<file path="src/rtl/seg_scan_ctrl_if.sv">
// seg_scan_ctrl_if: digit pattern handshake toward the 74HC595 shifter.
// The master holds sel/seg stable while out_valid waits for out_ready.
interface seg_scan_ctrl_if;
  logic       out_valid;
  logic       out_ready;
  logic [5:0] sel;
  logic [7:0] seg;

  modport master (
    output out_valid,
    output sel,
    output seg,
    input  out_ready
  );

  modport slave (
    input  out_valid,
    input  sel,
    input  seg,
    output out_ready
  );
endinterface

</file>
<file path="src/rtl/seg_scan_ctrl.sv">
// seg_scan_ctrl: per-frame snapshot, double-dabble BCD conversion and
// six-digit scan of the seven-segment display through the shifter.
module seg_scan_ctrl #(
  parameter int CNT_DIG_MAX = 49_999
) (
  input  logic        sys_clk,
  input  logic        sys_rst,
  input  logic [19:0] data,
  input  logic [5:0]  point,
  input  logic        sign,
  input  logic        seg_en,
  seg_scan_ctrl_if.master bus
);

  localparam int CONV_CYCLES = 20;
  localparam int CW = $clog2(CNT_DIG_MAX + 1);
  localparam logic [CW-1:0] DMAX = CW'(CNT_DIG_MAX);
  localparam logic [4:0] CLAST = 5'(CONV_CYCLES - 1);
  localparam logic [19:0] VMAX = 20'd999_999;

  typedef enum logic [2:0] {
    IDLE,
    LATCH,
    CONV,
    SEND,
    DWELL
  } state_t;

  state_t state;
  state_t state_n;

  logic [19:0]   bin_q;
  logic [23:0]   bcd_q;
  logic [23:0]   adj;
  logic [23:0]   bcd_n;
  logic [5:0]    pt_q;
  logic          sg_q;
  logic          en_q;
  logic [4:0]    ccnt;
  logic [CW-1:0] dcnt;
  logic [2:0]    idx;
  logic          valid_q;
  logic [5:0]    sel_q;
  logic [7:0]    seg_q;
  logic          conv_done;
  logic          dwell_done;
  logic          hs;

  function automatic logic [7:0] seg7(input logic [3:0] d);
    case (d)
      4'd0:    seg7 = 8'hC0;
      4'd1:    seg7 = 8'hF9;
      4'd2:    seg7 = 8'hA4;
      4'd3:    seg7 = 8'hB0;
      4'd4:    seg7 = 8'h99;
      4'd5:    seg7 = 8'h92;
      4'd6:    seg7 = 8'h82;
      4'd7:    seg7 = 8'hF8;
      4'd8:    seg7 = 8'h80;
      4'd9:    seg7 = 8'h90;
      default: seg7 = 8'hFF;
    endcase
  endfunction

  // Returns {sel, seg} for digit idx of a converted frame.
  function automatic logic [13:0] pat(
    input logic [23:0] b,
    input logic [5:0]  pt,
    input logic        sg,
    input logic        en,
    input logic [2:0]  ix
  );
    logic [2:0] m;
    logic [3:0] d;
    logic       p;
    logic [7:0] s;
    m = 3'd0;
    d = 4'd0;
    p = 1'b0;
    for (int i = 1; i < 6; i++) begin
      if (b[4*i +: 4] != 4'd0 || pt[i]) m = 3'(i);
    end
    for (int i = 0; i < 6; i++) begin
      if (3'(i) == ix) begin
        d = b[4*i +: 4];
        p = pt[i];
      end
    end
    if (ix <= m) s = seg7(d);
    else if (sg && m < 3'd5 && ix == m + 3'd1) s = 8'hBF;
    else s = 8'hFF;
    s[7] = ~p;
    if (!en) pat = {6'b0, 8'hFF};
    else pat = {6'b1 << ix, s};
  endfunction

  // Add-3 correction of every BCD nibble before the shift.
  always_comb begin
    adj = bcd_q;
    for (int i = 0; i < 6; i++) begin
      if (bcd_q[4*i +: 4] >= 4'd5)
        adj[4*i +: 4] = bcd_q[4*i +: 4] + 4'd3;
    end
  end

  assign bcd_n      = {adj[22:0], bin_q[19]};
  assign conv_done  = (state == CONV) && (ccnt == CLAST);
  assign dwell_done = (state == DWELL) && (dcnt == DMAX);
  assign hs         = (state == SEND) && bus.out_ready;

  assign bus.out_valid = valid_q;
  assign bus.sel       = sel_q;
  assign bus.seg       = seg_q;

  // State register.
  always_ff @(posedge sys_clk or posedge sys_rst) begin
    if (sys_rst) state <= IDLE;
    else         state <= state_n;
  end

  // Next-state decode.
  always_comb begin
    state_n = state;
    unique case (state)
      IDLE:  state_n = LATCH;
      LATCH: state_n = CONV;
      CONV:  if (conv_done) state_n = SEND;
      SEND:  if (hs) state_n = DWELL;
      DWELL: if (dwell_done)
               state_n = (idx == 3'd5) ? LATCH : SEND;
      default: state_n = IDLE;
    endcase
  end

  // Snapshot, conversion, dwell counting and registered outputs.
  always_ff @(posedge sys_clk or posedge sys_rst) begin
    if (sys_rst) begin
      bin_q   <= '0;
      bcd_q   <= '0;
      pt_q    <= '0;
      sg_q    <= 1'b0;
      en_q    <= 1'b0;
      ccnt    <= '0;
      dcnt    <= '0;
      idx     <= '0;
      valid_q <= 1'b0;
      sel_q   <= '0;
      seg_q   <= 8'hFF;
    end else begin
      unique case (state)
        LATCH: begin
          bin_q <= (data > VMAX) ? VMAX : data;
          bcd_q <= '0;
          pt_q  <= point;
          sg_q  <= sign;
          en_q  <= seg_en;
          ccnt  <= '0;
        end
        CONV: begin
          bin_q <= {bin_q[18:0], 1'b0};
          bcd_q <= bcd_n;
          ccnt  <= ccnt + 5'd1;
          if (conv_done) begin
            idx            <= 3'd0;
            {sel_q, seg_q} <= pat(bcd_n, pt_q, sg_q, en_q, 3'd0);
            valid_q        <= 1'b1;
          end
        end
        SEND: begin
          if (bus.out_ready) begin
            valid_q <= 1'b0;
            dcnt    <= '0;
          end
        end
        DWELL: begin
          if (dcnt == DMAX) begin
            dcnt <= '0;
            if (idx != 3'd5) begin
              idx            <= idx + 3'd1;
              {sel_q, seg_q} <= pat(bcd_q, pt_q, sg_q, en_q,
                                    idx + 3'd1);
              valid_q        <= 1'b1;
            end
          end else begin
            dcnt <= dcnt + CW'(1);
          end
        end
        default: ;
      endcase
    end
  end

endmodule

</file>
<file path="src/flat_wrapper.sv">
// flat-port wrapper written by rule: the top's interface ports become plain ports
module seg_scan_ctrl_flat 
#(
  parameter int CNT_DIG_MAX = 49_999
)
  (sys_clk, sys_rst, data, point, sign, seg_en, bus_out_valid, bus_sel, bus_seg, bus_out_ready);
  seg_scan_ctrl_if bus_i ();
  input  logic sys_clk;
  input  logic sys_rst;
  input  logic [19:0] data;
  input  logic [5:0] point;
  input  logic sign;
  input  logic seg_en;
  output wire logic [$bits(bus_i.out_valid)-1:0] bus_out_valid;
  output wire logic [$bits(bus_i.sel)-1:0] bus_sel;
  output wire logic [$bits(bus_i.seg)-1:0] bus_seg;
  input wire logic [$bits(bus_i.out_ready)-1:0] bus_out_ready;
  assign bus_out_valid = bus_i.out_valid;
  assign bus_sel = bus_i.sel;
  assign bus_seg = bus_i.seg;
  assign bus_i.out_ready = bus_out_ready;
  seg_scan_ctrl #(.CNT_DIG_MAX(CNT_DIG_MAX)) u_core (.sys_clk(sys_clk), .sys_rst(sys_rst), .data(data), .point(point), .sign(sign), .seg_en(seg_en), .bus(bus_i));
endmodule
</file>
<file path="config.mk">
export PLATFORM = sky130hd
export DESIGN_NAME = seg_scan_ctrl_flat
export DESIGN_NICKNAME = d
export VERILOG_FILES = /design/src/rtl/seg_scan_ctrl_if.sv /design/src/rtl/seg_scan_ctrl.sv /design/src/flat_wrapper.sv
export SDC_FILE = /design/constraint.sdc
export NUM_CORES = 1
export LEC_CHECK = 0
export CAP_MARGIN = 5
export CORE_MARGIN = 2
export CORE_UTILIZATION = 59
export DETAILED_ROUTE_END_ITERATION = 8
export PLACE_DENSITY = 0.81
export SLEW_MARGIN = 0
export SYNTH_ARGS = -nofsm -noshare
export SYNTH_HDL_FRONTEND = slang
export SYNTH_SLANG_ARGS = --single-unit
</file>
<file path="constraint.sdc">
create_clock -name sys_clk -period 4.4 [get_ports sys_clk]
set_clock_uncertainty 0.1 [all_clocks]
set_input_delay 0.44 -clock sys_clk [delete_from_list [all_inputs] [get_ports sys_clk]]
set_output_delay 0.44 -clock sys_clk [all_outputs]
set_load 0.1 [all_outputs]
</file>
# --- Word-level counts from Yosys, hierarchy flattened ---
# Memories as Yosys holds them, arrays and structs flattened.
# Cells that the tools add are included.
op_classes:
  eq_ne: 20
  n_div: 0
  reduce_logical: 38
  order_cmp: 11
  n_addsub: 11
  mul: 0
  n_mux: 78
  shifts: 1
  bitwise: 2
op_table:
  columns: ["op", "count"]
  rows:
  - ["2-to-1 mux 4 bit", 16]
  - ["2-to-1 mux 3 bit", 16]
  - ["case mux 24 bit (2 select lines)", 1]
  - ["case mux 20 bit (2 select lines)", 1]
  - ["nonzero test 4 bit", 10]
  - ["2-to-1 mux 16 bit", 2]
  - ["case mux 16 bit (2 select lines)", 1]
  - ["2-to-1 mux 7 bit", 4]
  - [">= comparator 4 x 3 -> 1 bit, second input constant", 6]
  - ["2-to-1 mux 8 bit", 3]
  - ["adder 4 x 2 -> 4 bit, second input constant", 5]
  - ["> comparator 20 bit, second input constant", 1]
  - ["2-to-1 mux 20 bit", 1]
  - ["2-to-1 mux 6 bit", 3]
  - ["2-to-1 mux 1 bit", 17]
  - ["adder 16 x 1 -> 16 bit, second input constant", 1]
  - ["equality test 16 bit, second input constant", 1]
  - ["case mux 8 bit (2 select lines)", 1]
  - ["case mux 3 bit (5 select lines)", 1]
  - ["2-to-1 mux 14 bit", 1]
  - ["case mux 6 bit (2 select lines)", 1]
  - ["logical OR 1 bit", 10]
  - ["2-to-1 mux 2 bit", 5]
  - ["case mux 5 bit (2 select lines)", 1]
  - ["30 further kinds", 52]
word_totals:
  mem_bits_rw: 0
  mem_bits_ro: 224
  memories: 2
  inputBits: 31
  latch_bits: 0
  regBits: 94
  out_inout_bits: 15
  wordCells: 175
memory_table:
  columns: ["memory", "words", "width", "read_ports", "rd_clocked_by_memory_dff", "wr", "line_no", "source"]
  rows:
  - ["(name not given)", 16, 7, 1, 0, 0, "seg_scan_ctrl.sv:50", "case (d)"]
  - ["(name not given)", 16, 7, 1, 0, 0, "seg_scan_ctrl.sv:50", null]

# --- Depth between registers and ports, before layout ---
depth:
  depth_word: 19
  ltp_mapped: 14
  ltp_nobuf: 14

# --- Worst setup path after synthesis ---
# Ideal clock, no wire load.
synth_path:
  path_type: "register to register"
  startpoint: "register u_core.idx[0]"
  endpoint: "register u_core.seg_q[1] (netlist: u_core.bus.seg[1])"
  setup_time_ns: 0.086
  path_stages_with_launch: 14
  required_ns: 4.214
  arrival_time_ns: 2.974
  synth_period_minus_slack_ns: 3.159
  slack_ns: 1.241
  n_path_buf: 2
  path_cell_list: "dfrtp_1 > ha_1 > ha_1 > buf_6 > buf_8 > nand2_4 > nor3_1 > a311o_1 > or2_2 > inv_1 > ha_1 > or4_1 > o311ai_1 > a21oi_1"
synth_between:
  elab_chain_len: 17
  elab_cells_between_ends: 26
  classes_between: "1 x add/sub; 1 x order compare; 7 x eq/ne; 14 x mux; 2 x reduce/logical; 1 x memory"
synth_lines:
  columns: ["element", "line_no", "source"]
  rows:
  - ["from (decl)", "seg_scan_ctrl.sv:41", "logic [2:0] idx;"]
  - ["from (signal assigned)", "seg_scan_ctrl.sv:179", "idx <= idx + 3'd1;"]
  - ["adder 3 x 1 -> 3 bit", "seg_scan_ctrl.sv:181", "idx + 3'd1);"]
  - ["zero test 3 bit", "seg_scan_ctrl.sv:84", "if (3'(i) == ix) begin"]
  - ["2-to-1 mux 4 bit (6 in series)", "seg_scan_ctrl.sv:84", null]
  - ["2-to-1 mux 4 bit", "seg_scan_ctrl.sv:178", "if (idx != 3'd5) begin"]
  - ["2-to-1 mux 4 bit", "seg_scan_ctrl.sv:176", "if (dcnt == DMAX) begin"]
  - ["2-to-1 mux 4 bit", "seg_scan_ctrl.sv:150", "unique case (state)"]
  - ["memory (16 x 7 bit)", null, null]
  - ["2-to-1 mux 7 bit", "seg_scan_ctrl.sv:89", "if (ix <= m) s = seg7(d);"]
  - ["2-to-1 mux 14 bit", "seg_scan_ctrl.sv:93", "if (!en) pat = {6'b0, 8'hFF};"]
  - ["2-to-1 mux 8 bit", "seg_scan_ctrl.sv:178", null]
  - ["2-to-1 mux 8 bit", "seg_scan_ctrl.sv:176", null]
  - ["case mux 8 bit (2 select lines)", "seg_scan_ctrl.sv:150", null]
  - ["to (signal assigned)", "seg_scan_ctrl.sv:165", "{sel_q, seg_q} <= pat(bcd_n, pt_q, sg_q, en_q, 3'd0);"]
  - ["to (signal assigned)", "seg_scan_ctrl.sv:180", "{sel_q, seg_q} <= pat(bcd_q, pt_q, sg_q, en_q,"]
  - ["to (decl)", "seg_scan_ctrl.sv:44", "logic [7:0] seg_q;"]
# Several ways; a longest one is shown, not always the timed one. The select of a mux whose other input is x is not followed.
# A chain may end at the register's enable or synchronous reset.

# --- Final worst setup path ---
# Ends and elaborated chain as after synthesis.

==> results.txt <==
----------------------------------------------------
[Placed design]
  Port bufs ... 45
  RD Place Congestion ... 0.9140
  Post-placement cell count ... 803
  DP Area ... 6346 um^2
  DP Wirelength ... 9.915 mm

[Pwr]
  Part of the total power dissipated in combinational logic ... 51.5%
  Design internal power ... 2265 uW
  Sw frac ... 47.53%
  Total net switching power ... 2052 uW
  Highest ir drop seen on vdd ... 0.3326 mV
  Sum of internal, switching and leakage power ... 4317 uW
  Leakage Power ... 0.002914 uW
  Clock network fraction of design power ... 13.8%
  Power per cell area ... 660.1 nW/um^2
  Relative contribution of sequential cells to total power ... 34.7%

[Critical path]
  Worst setup startpoint ... u_core.idx[0]$_DFFE_PP0P_
  CP required ... 4.61 ns
  Family with the most delay on the worst path ... adder cells
  CP Launch Type ... register
  Buf/Inv on CP ... 1
  Reg2Reg Launch Point ... u_core.idx[0]$_DFFE_PP0P_
  Maximum cell stage delay along the critical path ... 0.72 ns
  Crit path top cell by count ... ha_1
  Slowest-stage cell, CP ... ha_1
  Data arrival at the endpoint of the critical path ... 4.06 ns
  Category of the worst setup path capture point ... register
  Type of the worst setup path ... reg -> reg
  Critical path fanouts, max ... 19
  Critical path cell sequence ... ha_1 > ha_1 > nand2_1 > and3_1 > a211oi_1 > inv_1 > ha_1 > or4_1 > o311ai_1 > a21oi_1

[Finish]
  Count of filler cells inserted in the layout ... 787
  Ant. Diodes ... 0
  Post-layout instance area ... 6540 um^2
  Final net count ... 751
  Ratio of cells with drive above 1 in the final layout ... 7.164%
  Area growth, synth to finish ... 12.24%
  Final Instance Count excl. Fillers ... 817

[CTS]
  Clk pin slew, worst setup/hold paths ... 0.10 ns
  # Post-CTS Setup Buffers ... 0
  Number of buffers on the longest clock path ... 2
  Clock insertion delay at the later pin of the skew report ... 0.38 ns
  Number of clock buffers inserted by TritonCTS ... 9
  Total number of clock tree sinks ... 94
  Root buffer selected by CTS ... clkbuf_8
  Number of levels in the clock H-tree ... 3
  CTS tree ... built
  Post-CTS Resized ... 0
  Post-cts hold buffer count ... 0

[Timing]
  Setup repair after global routing missed its margin ... no
  Crit path time final ... 3.844 ns
  Slew margin rel. ... 34.19%
  Slew at the pin with the worst max-slew slack ... 0.9840 ns
  Final max-slew violation count ... 0
  Number of hold-slack violations in the final timing report ... 0
  Final hold slack ... 0.2828 ns
  Setup violation total in the final timing report ... 0
  Total negative setup slack ... 0 ns
  Period utilization ... 87.36%
  Max Freq ... 260.2 MHz

[Global routing]
  Vias in the first global route ... 4690
  Initial antenna violation count ... 0
  All-Layer GR Usage ... 27.34%
  Largest net degree at the start of global routing ... 38
  First-pass GRT wire length ... 22.87 mm
  Total congestion overflow ... 0

[Flow run]
  Count of maximum capacitance violations ... 0

[Synth]
  Number of flip-flops and latches in the synthesized netlist ... 94
  Top-area cell type share of the netlist area ... 36.93%
  Cells after Synth ... 649
  EDFF count, synth ... 0
  Mean instance size in the synthesized netlist ... 8.978 um^2
  Leading cell types by count after synthesis ... 86 x dfrtp_1, 86 x nand2_1, 66 x o21ai_0
  Synth warn ... 0
  Dominant register cell in the synthesized netlist ... dfrtp_1
  Post-synthesis cell type with the largest combined area ... dfrtp_1
  Number of nets in the synthesized netlist ... 719
  Cells taking the most area after synthesis ... dfrtp_1 37%, ha_1 8.4%, o21ai_0 5.7%
  Sequential element share of the synthesized area ... 40.54%
  Netlist cell types ... 78
  Fraction of registers with async set or reset after synthesis ... 100.0%
  Netlist Area Pre-Place ... 5827 um^2

[Detailed routing]
  Antenna Nets Post-Route ... 0
  Routed length on met1 ... 6.409 mm
  Final routed DRC violation total ... 0
  Total via count after detailed routing ... 5051
  Uppermost metal layer occupied by signal nets ... met4
  Routed wire length per instance ... 16.93 um
  Via count normalized by instance count ... 6.182
  WL met3 ... 532 um
  Routed WL ... 13.83 mm
  Number of DRC violations after detailed-routing iteration 0 ... 346
  Number of detailed-route iterations in the first pass ... 5
  Met2 routed wirelength ... 6.650 mm

[Floorplanning]
  Placeable core region ... 9684 um^2
  Die Outline Area ... 10690 um^2
  Cell Rows ... 36
  Starting Density ... 60.17%
  IO Count ... 46
  Horiz. Die Dim ... 103.4 um
  Die boundary height ... 103.4 um

[Run status]
  Run status ... finished clean

[Worst hold path]
  Class of the tightest hold or removal check ... in -> async

----------------------------------------------------
-- cells by family (layout without fill, tap and decap cells) --
kind of cell	after synthesis	after routing	share of synthesized area [%]
mux	4	4	0.7086
buf+inv	69	104	5.025
flops	94	94	40.54
xor+xnor	13	13	1.954
compound gates	206	206	23.92
fa+ha+maj	39	39	8.375
simple gates	224	224	19.48
-- state kept, by name, summed over array words and instances, names as in the netlist --
signal	flops
u_core.bcd_q	24
u_core.bin_q	20
u_core.bus.out_valid	1
u_core.bus.seg	8
u_core.bus.sel	6
u_core.ccnt	5
u_core.dcnt	16
u_core.en_q	1
u_core.idx	3
u_core.pt_q	6
u_core.sg_q	1
u_core.state	3
-- final timing paths --
path / slack (ns) / cells after the start / endpoint
setup / recovery: 0.56 / 10 / u_core.bus.seg[1]$_DFFE_PP1P_
hold / removal: 0.28 / 2 / u_core.pt_q[1]$_DFFE_PP0P_
setup reg to reg: 0.56 / 10 / u_core.bus.seg[1]$_DFFE_PP1P_
hold reg to reg: 0.38 / 2 / u_core.bus.sel[4]$_DFFE_PP0P_
max in group asynchronous: 3.05 / 3 / u_core.bus.seg[0]$_DFFE_PP1P_
min in group sys_clk: 0.38 / 2 / u_core.bus.sel[4]$_DFFE_PP0P_
-- layout make-up --
cell class | count | area [um^2] | share of cell area, %
clock inverters | 4 | 56.30 | 0.8609
clock buffers | 10 | 137.6 | 2.104
inverters | 39 | 147.6 | 2.258
multi-input cells | 486 | 3174 | 48.54
repair buffers | 51 | 495.5 | 7.576
well taps | 133 | 166.4 | 2.544
flip-flops and latches | 94 | 2362 | 36.12
-- routing by layer --
layer,vias to the layer above,GRT usage [%]
li1,2437,-
met5,-,0
met2,133,43.57
met3,16,3.091
met4,0,9.717
met1,2465,38.80
-- layout by cell type, fill, tap and decap left out, drive strengths merged, types with 7 or more instances in the layout --
cell type      count
nand3             11
dfrtp             86
dfstp              8
o31ai             11
nand2b            10
xnor2              9
clkdlybuf4s50     45
nand4              8
a21oi             30
a22oi             12
nand2             87
o21ai             68
nor2              44
clkbuf            10
a222oi             7
ha                39
o22ai             12
nor2b              8
nor3               9
and3              10
a31oi              9
inv               40
-- metrics by stage --
stage | worst slack (ns) | utilization (%)
floorplan | 1.241 | -
global placement | 0.8116 | 65.53
detailed placement | 0.6083 | 65.53
CTS | 0.6107 | 67.53
global route | 0.3016 | 67.53
finish | 0.5563 | 67.53
-- power by group through the flow --
stage | clock [uW] | combinational [uW] | sequential (uW)
after CTS | 608 | 2210 | 1490
after floorplan | 0 | 1470 | 1670
after detailed placement | 0 | 2200 | 1500
after global routing | 640 | 2470 | 1540
after global placement | 0 | 2140 | 1490
final | 597 | 2220 | 1500
(Power assumes the default switching activity.)
==> patch: new RTL, same flow settings <==
Re-encode `state_t` (5 states) as one-hot, 5 bits wide.
--- a/src/rtl/seg_scan_ctrl.sv
+++ b/src/rtl/seg_scan_ctrl.sv
@@ -20,8 +20,8 @@
 
-  typedef enum logic [2:0] {
-    IDLE,
-    LATCH,
-    CONV,
-    SEND,
-    DWELL
+  typedef enum logic [4:0] {
+    IDLE  = 5'b00001,
+    LATCH = 5'b00010,
+    CONV  = 5'b00100,
+    SEND  = 5'b01000,
+    DWELL = 5'b10000
   } state_t;
Check against the original RTL: no difference found for any inputs over 10 cycles, from zero or initial values and one cycle with sys_rst high; not proved beyond that.
==> patch against the unedited design <==
  * Sequential cell count rose by 2
  * Utilization rose by 0.75 points
  * Routed wire length rose by 0.38%
  * Count of clock-buffer cells in the layout rose by 1
  * Design area rose by 1.6%
  * Area after synthesis rose by 1.4%
  * First-iteration DRC count rose by 5.8%
  * Worst setup slack improved by 0.20 ns
Power is not compared: it rests on default switching activity, and its combinational part moved more than twofold at a synthesized area within 25%.
==> patch: results (changes against the unedited design) <==
INFO  metric cts_made_buffers = 9 (unchanged)
INFO  metric switching_power = 1.18 mW
INFO  metric routedWlPerCell = 17.1 um (+1.1%)
INFO  metric htree_levels = 3 (unchanged)
INFO  metric n_fill_cell = 804 (+2.2%)
INFO  metric worstMarginPinSlew = 1.01 ns (+0.0304 ns)
INFO  metric crit-reg2reg-capture = u_core.bus.seg[1]
INFO  metric minimum_setup_slack_among_reg_to_reg_paths = 0.75 ns (+0.20 ns)
INFO  metric gp_congestion = 0.933 (+2.1%)
INFO  metric length_of_the_first_detailed_routing_pass_in_iterations = 6 (+1)
INFO  metric async_flop_share = 100% (unchanged)
INFO  metric sum_of_net_half_perimeters_after_detailed_placement = 9860 um (-0.58%)
INFO  metric clk_pin_slew = 0.09 ns
INFO  metric crit_path_max_fanout = 5 (-14)
INFO  metric initialDrtViolationCount = 366 (+5.8%)
INFO  metric power.ir.vdd_worst = 0.000281 V
INFO  metric power.leakage = 2.93 nW
INFO  metric post_cts_setup_driven_buffer_insertion_count = 0 (unchanged)
INFO  metric leading_post_synthesis_cells_by_cell_area = dfrtp_1 37%, ha_1 8.3%, o21ai_0 6.3%
INFO  metric grt_pass1_wl = 23500 um (+2.6%)
INFO  metric status = complete, no violations
INFO  metric post_synth_cell_types = 74 (-5.1%)
INFO  metric final_net_count = 743 (-1.1%)
INFO  metric cts_root_buf = clkbuf_8
INFO  metric rr_worst_depth = 13 (+3)
INFO  metric first_global_vias = 4947 (+5.5%)
INFO  metric yosysWarnings = 0 (unchanged)
INFO  metric cts_max_path_buffers = 2 (unchanged)
INFO  metric critical_path.reg2reg.startpoint = u_core.bcd_q[16]
INFO  metric pin_count_of_the_biggest_net_entering_global_routing = 47 (+24%)
INFO  metric number_of_antenna_violations_at_the_first_check_in_global_routing = 0 (unchanged)
INFO  metric share_of_post_route_cells_with_drive_strength_above_1 = 8.85% (+1.7 points)
INFO  metric timing.critical_path.arrival = 3.87 ns (-0.19 ns)
INFO  metric globalRouteTotalUtil = 26.4% (-0.90 points)
INFO  metric routed-via-count = 5120 (+1.4%)
INFO  metric synth-seq-area-share = 40.9% (+0.32 points)
INFO  metric largestRegisters = u_core.bcd_q x24, u_core.bin_q x20, u_core.dcnt x16
INFO  metric yosys-top-cells-count = 87 x dfrtp_1, 80 x nand2_1, 74 x o21ai_0
INFO  metric synth_fp_nets = 712 (-0.97%)
INFO  metric hold_path_class = in -> async
==> patch: cell count changes after synthesis, moves of 6 or more <==
cell | unedited run | this run
nor3_1 | 9 | 3
nand3_1 | 11 | 22
a21oi_1 | 28 | 37
nand2_1 | 86 | 80
nor2_1 | 44 | 33
o21ai_0 | 66 | 74
==> patch: final cells by class <==
cell class                 count  share of cell area (%)
clock buffer                  11                    2.13
tap                          133                    2.50
clock inverter                 5                    1.56
timing repair buffer          54                    7.80
sequential                    96                    36.3
multi-input combinational    473                    47.4
inverter                      39                    2.30
==> patch: how the worst max path moves through the flow <==
stage	from	to	slack [ns]
after floorplan	u_core.bcd_q[16]	u_core.bus.seg[4]	1.21
after global placement	u_core.idx[0]	u_core.bus.seg[4]	0.94
after detailed placement	u_core.idx[0]	u_core.bus.seg[4]	0.85
after CTS	u_core.bcd_q[16]	u_core.bus.seg[1]	0.80
after global routing	u_core.bcd_q[16]	u_core.bus.seg[1]	0.58
final	u_core.bcd_q[16]	u_core.bus.seg[1]	0.75
==> patch: worst max-delay path, cell delays in order, from the launching register on <==
cell     delay (ns)
dfrtp_1        0.43
inv_1          0.18
ha_1           0.16
or4b_2         0.64
nor2_1         0.17
o21ai_0        0.15
ha_1           0.32
nor2b_1        0.14
o21ai_0        0.20
inv_1          0.09
o21ai_0        0.39
nand3_1        0.16
a221o_1        0.28
a22o_1         0.17
==> patch: metal layers <==
| layer | track usage (%) | vias up | part of all wire (%) |
|---|---|---|---|
| met5 | 0 | - | 0 |
| met4 | 10.3 | 0 | 1.5 |
| met3 | 3.57 | 20 | 5.0 |
| met2 | 44.6 | 195 | 50 |
| met1 | 34.6 | 2500 | 43 |
| li1 | - | 2405 | - |
==> patch: power by group through the flow <==
stage                     Sequential (mW)  Combinational, mW  Clock, mW
after floorplan                      1.26              0.822          0
after global placement               1.33               1.01          0
after detailed placement             1.34               1.06          0
after CTS                            1.32               1.07      0.720
after global routing                 1.36               1.21      0.757
final                                1.33               1.07      0.712
==> patch: per-stage QoR <==
step           utilization [%]  hold slack (ns)  cells  setup slack, ns  instance area (um^2)
6_report                  68.3            0.370    811            0.753                  6640
3_3_place_gp              65.8            0.359    795            0.936                  6400
5_1_grt                   68.3            0.397    811            0.577                  6640
3_5_place_dp              65.8            0.367    795            0.845                  6400
4_1_cts                   68.3            0.388    811            0.797                  6640
2_1_floorplan                -            0.338    642             1.21                  5910
==> patch: kinds of logic (layout without fill, tap and decap cells) <==
family,count (synthesis),in the layout,share of synthesized area [%]
compound gates,207,207,23.6
simple gates,203,203,17.5
flops,96,96,40.9
buf+inv,73,109,5.85
fa+ha+maj,39,39,8.26
xor+xnor,15,15,2.22
mux,9,9,1.67
